File: config.mk
export PLATFORM = sky130hd
export DESIGN_NAME = mem_arbiter
export DESIGN_NICKNAME = d
export VERILOG_FILES = /design/src/rtl/mem_arbiter_pkg.sv /design/src/rtl/mem_arbiter.sv
export SDC_FILE = /design/constraint.sdc
export NUM_CORES = 1
export LEC_CHECK = 0
export ABC_CLOCK_PERIOD_IN_PS = 5750
export BUFFER_PORTS_ARGS = -buffer_cell sky130_fd_sc_hd__buf_2
export CAP_MARGIN = 15
export CORE_AREA = 3 3 282 284
export DETAILED_ROUTE_END_ITERATION = 10
export DIE_AREA = 0 0 285 287
export PLACE_DENSITY_LB_ADDON = 0.2
export SLEW_MARGIN = 20
export SYNTH_ARGS = -nofsm -noshare
export SYNTH_HDL_FRONTEND = slang
export SYNTH_SLANG_ARGS = --single-unit
File: constraint.sdc
create_clock -name clk -period 5.75 [get_ports clk]
set_clock_uncertainty 0.2 [all_clocks]
set_input_delay 0 -clock clk [delete_from_list [all_inputs] [get_ports clk]]
set_output_delay 0 -clock clk [all_outputs]
set_load 0.01 [all_outputs]
File: src/rtl/mem_arbiter_pkg.sv
// Shared definitions for the I/D cache memory arbiter: FSM encoding and
// default line address/data widths.
package mem_arbiter_pkg;

  localparam int DEF_ADDR_W = 28;
  localparam int DEF_DATA_W = 128;

  typedef enum logic [1:0] {
    IDLE   = 2'd0,
    BUSY_I = 2'd1,
    BUSY_D = 2'd2,
    DONE   = 2'd3
  } state_t;

endpackage

File: src/rtl/mem_arbiter.sv
// Arbitrates I-cache and D-cache line misses onto one shared main memory port.
// One transaction runs at a time: IDLE -> BUSY_x -> DONE -> IDLE.
// Simultaneous requests go to D by fixed priority. Defining MEM_ARBITER_RR_EN
// switches this to round-robin with a one-bit "who goes next" pointer.
module mem_arbiter
  import mem_arbiter_pkg::*;
#(
  parameter int ADDR_W = DEF_ADDR_W,
  parameter int DATA_W = DEF_DATA_W
) (
  input  logic              clk,
  input  logic              rst_n,
  input  logic              i_read,
  input  logic [ADDR_W-1:0] i_addr,
  output logic [DATA_W-1:0] i_rdata,
  output logic              i_ready,
  input  logic              d_read,
  input  logic              d_write,
  input  logic [ADDR_W-1:0] d_addr,
  input  logic [DATA_W-1:0] d_wdata,
  output logic [DATA_W-1:0] d_rdata,
  output logic              d_ready,
  output logic              mem_read,
  output logic              mem_write,
  output logic [ADDR_W-1:0] mem_addr,
  output logic [DATA_W-1:0] mem_wdata,
  input  logic [DATA_W-1:0] mem_rdata,
  input  logic              mem_ready
);

  state_t              r_state;
  logic                r_mem_read, r_mem_write;
  logic [ADDR_W-1:0]   r_mem_addr;
  logic [DATA_W-1:0]   r_mem_wdata;
  logic [DATA_W-1:0]   r_i_rdata, r_d_rdata;
  logic                r_i_ready, r_d_ready;
  logic                w_d_req;
  logic                w_grant_d;

  assign w_d_req = d_read | d_write;

`ifdef MEM_ARBITER_RR_EN
  logic r_rr_d_next;

  // D wins a tie only when the pointer says it is D's turn.
  assign w_grant_d = w_d_req & (~i_read | r_rr_d_next);

  // Pointer flips to the opposite side of whoever was just granted.
  always_ff @(posedge clk) begin
    if (!rst_n)
      r_rr_d_next <= 1'b1;
    else if (r_state == IDLE && w_grant_d)
      r_rr_d_next <= 1'b0;
    else if (r_state == IDLE && i_read)
      r_rr_d_next <= 1'b1;
  end
`else
  // Fixed priority: any D request beats a concurrent I request.
  assign w_grant_d = w_d_req;
`endif

  // Transaction FSM with registered memory command and cache responses.
  always_ff @(posedge clk) begin
    if (!rst_n) begin
      r_state     <= IDLE;
      r_mem_read  <= 1'b0;
      r_mem_write <= 1'b0;
      r_mem_addr  <= '0;
      r_mem_wdata <= '0;
      r_i_rdata   <= '0;
      r_d_rdata   <= '0;
      r_i_ready   <= 1'b0;
      r_d_ready   <= 1'b0;
    end else begin
      case (r_state)
        IDLE: begin
          if (w_grant_d) begin
            r_state     <= BUSY_D;
            r_mem_read  <= d_read;
            r_mem_write <= d_write;
            r_mem_addr  <= d_addr;
            r_mem_wdata <= d_wdata;
          end else if (i_read) begin
            r_state     <= BUSY_I;
            r_mem_read  <= 1'b1;
            r_mem_write <= 1'b0;
            r_mem_addr  <= i_addr;
          end
        end
        BUSY_I: begin
          if (mem_ready) begin
            r_state     <= DONE;
            r_i_rdata   <= mem_rdata;
            r_i_ready   <= 1'b1;
            r_mem_read  <= 1'b0;
            r_mem_write <= 1'b0;
          end
        end
        BUSY_D: begin
          // Write-backs also capture mem_rdata; d_rdata is don't-care then.
          if (mem_ready) begin
            r_state     <= DONE;
            r_d_rdata   <= mem_rdata;
            r_d_ready   <= 1'b1;
            r_mem_read  <= 1'b0;
            r_mem_write <= 1'b0;
          end
        end
        DONE: begin
          // No grant here: the finished requester drops its level this cycle.
          r_state   <= IDLE;
          r_i_ready <= 1'b0;
          r_d_ready <= 1'b0;
        end
        default: r_state <= IDLE;
      endcase
    end
  end

  assign mem_read  = r_mem_read;
  assign mem_write = r_mem_write;
  assign mem_addr  = r_mem_addr;
  assign mem_wdata = r_mem_wdata;
  assign i_rdata   = r_i_rdata;
  assign i_ready   = r_i_ready;
  assign d_rdata   = r_d_rdata;
  assign d_ready   = r_d_ready;

endmodule

==> impl_metrics.json <==
{
  "status": "complete, no violations",
  "cellPowerDensity_mw_per_mm2": 379,
  "drive_above_1_share_pct": 27.2,
  "synthMuxAreaShare_pct": 1.99,
  "setup_violations": 0,
  "rows": 102,
  "min_from": "d_wdata[6]",
  "reg2reg_from": "r_state[0]",
  "cp_max_fo": 46,
  "layoutNonFillerInstCount": 4100,
  "ys.warnings.count": 0,
  "r2r-end": "mem_wdata[98]",
  "initial_core_util_pct": 18.9,
  "cts_buffers": 50,
  "period_minus_slack_ns": 3.03,
  "slowest_stage": "dlygate4sd3_1",
  "slew_headroom_pct": 21.3,
  "drtIter0Drc": 721,
  "grt_max_degree": 180,
  "hold_viol_final": 0,
  "wire_per_inst_um": 16.3,
  "worst_pin_slew_ns": 1.18,
  "cts_sinks": 418,
  "synth_commonest_cells": "nand2_1 (773), dfxtp_1 (418), a21oi_1 (416), clkbuf_1 (65), buf_2 (63)",
  "cp_common_cell": "dlygate4sd3_1",
  "synth_edf_count": 0,
  "ir_worst_vdd_v": 0.000385,
  "cts_tree": "done",
  "ys.flop_type": "dfxtp_1",
  "vias": 16700,
  "hpwlAfterDp_um": 44500,
  "first_global_vias": 17200,
  "core_mm2": 0.0773,
  "min_path_type": "in2reg",
  "areaGrowthSynthToFinish_pct": 78.1,
  "synth_top_family_by_area": "simple AND/OR/NAND/NOR gates",
  "cp_data_required_time_ns": 6.06,
  "ctsHtreeMaxLevel": 2,
  "grt_pass1_wl_um": 101000,
  "place_inst": 3484,
  "fin_tns_setup_ns": 0,
  "synthArstFlopShare_pct": 0,
  "cts_root_buf": "clkbuf_16",
  "fp.dieH_um": 287,
  "yosysSeqAreaShare_pct": 57.2,
  "ctsResizeCount": 0,
  "worstSetupPathType": "reg2reg",
  "rsz0062_at_grt": "no",
  "io_buffers": 733,
  "hold_path_depth": 4,
  "holdPathEnd": "mem_wdata[6]",
  "clkTransAtPathRegs_ns": 0.06,
  "antenna_found_initial": 3,
  "ys_top_cells_by_area": "dfxtp_1 (57%), nand2_1 (20%), a21oi_1 (14%), buf_2 (2.2%), mux2i_1 (1.9%)",
  "startpoint_type": "flop",
  "totalWireLength_um": 67000,
  "cts_setup_buffers": 0,
  "drc_errors": 0,
  "syn_nets": 2162,
  "fin_nets": 3343,
  "finalCritPeriodShare_pct": 52.6,
  "total_leakage_power_nw": 11.5,
  "dr.pass1.iters": 7,
  "syn_area_mm2": 0.0146,
  "track_usage_pct": 15.5,
  "yosysUniqueCellTypes": 26,
  "avgViaCountPerCell": 4.07,
  "gp_congestion": 0.807,
  "yosysTopAreaCell": "dfxtp_1",
  "yosysTopAreaCellShare_pct": 57.2,
  "cts_hold_buf": 523,
  "regToRegSetupSlack_ns": 2.72,
  "ys_seq_elements": 418,
  "die_area_mm2": 0.0818,
  "slowest_delay_ns": 0.58,
  "synth_area_per_cell_um2": 7.96,
  "die_w_um": 285,
  "end_kind": "flop",
  "crit_chain": "inv_1 -> ha_1 -> o21a_4 -> nand2_1 -> dlygate4sd3_1 -> a21oi_1 -> dlygate4sd3_1",
  "rr_worst_depth": 7,
  "yosys.area_share.simple_pct": 20.4,
  "synth_xor_area_share_pct": 0,
  "fmax_ghz": 0.330,
  "synth_most_common_cell": "nand2_1",
  "clk_latency_ns": 0.57,
  "netlist_instances": 1838,
  "synthAdderAreaFrac_pct": 0.513,
  "num_io_pins": 734,
  "synth_compound_area_share_pct": 15.7,
  "ant_nets": 0,
  "cp.arrival_ns": 3.34,
  "slew_violations": 0,
  "max_cap_viol_count": 0,
  "overflow": 0,
  "ctsLongestPathBuffers": 3
}
[per-layer routing]
metal  global-route usage (%)  vias up  routed length [µm]
li1                         -     8329                   -
met2                     27.1      587               32400
met1                     17.6     7641               26800
met5                        0        -                  11
met3                     4.63      128                4980
met4                     6.50        2                2840
[worst max-delay path by stage]
stage	startpoint	endpoint	cells past startpoint
global route	r_state[0]	mem_wdata[107]	7
CTS	r_state[0]	mem_wdata[98]	7
detailed placement	r_state[1]	i_rdata[61]	6
global placement	r_state[0]	mem_wdata[42]	6
finish	r_state[0]	mem_wdata[98]	7
floorplan	r_state[0]	r_state[0]	5
[state kept, by name, summed over array words and instances (netlist names), 2 cells and up]
signal	count
d_rdata	128
mem_addr	28
r_state	2
i_rdata	128
mem_wdata	128
[worst max-delay path: cells and delay by family, from the launching register on]
| kind | cells | cell delay, ns |
|---|---|---|
| AO/OA/AOI/OAI | 2 | 0.67 |
| adder cells (fa/ha/maj) | 1 | 0.36 |
| buffers and inverters | 3 | 1.29 |
| flip-flops | 1 | 0.32 |
| AND/OR/NAND/NOR | 1 | 0.11 |
[through the flow]
stage / instance area [µm²] / worst slack, ns / power (mW) / utilization [%] / hold WS (ns)
floorplan: 14600 / 3.95 / 5.25 / - / -0.0640
global placement: 19200 / 3.28 / 6.45 / 24.8 / 0.0430
detailed placement: 19200 / 3.25 / 6.44 / 24.8 / 0.0467
CTS: 26100 / 2.73 / 10.0 / 33.7 / 0.000409
global route: 26100 / 2.49 / 10.5 / 33.7 / 0.0213
finish: 26100 / 2.72 / 9.87 / 33.7 / 0.0448
[cell usage in the layout (no fill, tap or decap)]
master,n
nor2_1,2
nor3_1,1
o31a_2,1
o21a_4,1
buf_4,8
nor4b_1,1
nor2_4,1
o21ai_4,1
bufinv_16,1
buf_2,733
ha_1,6
buf_12,4
a21oi_1,416
o22ai_1,1
nand2_4,2
mux2i_1,28
nand2_1,771
clkbuf_1,14
nor2b_1,3
inv_6,1
clkinv_2,6
o311a_2,1
clkbuf_16,51
diode_2,2
nand3b_1,1
clkinv_4,2
inv_8,2
dfxtp_1,418
a2111o_1,1
and2_4,2
nand3_1,1
nand4b_1,1
o21ai_0,33
mux2_2,1
dlygate4sd3_1,523
clkbuf_8,15
inv_1,4
[final cells by class]
class	instances	area, µm²
diodes	2	5.00
clock inverters	11	97.6
multi-input cells	1276	5690
fillers	8228	51300
clock buffers	80	1540
inverters	5	26.3
well taps	1040	1300
flip-flops and latches	418	8370
repair buffers	1268	9040
[power by group]
group          internal [mW]  switching, mW  leakage [nW]
clock                   1.87           1.27         0.809
combinational           1.18           1.87          7.23
sequential              3.43          0.251          3.41
total                   6.48           3.40          11.5
[logic make-up after synthesis]
logic type / count (synthesis)
AOI/OAI and AO/OA: 455
and+or+nand+nor: 786
buffers and inverters: 144
muxes: 29
DFF: 418
adders and majority gates: 6
Power figures use the tool's default switching activity.
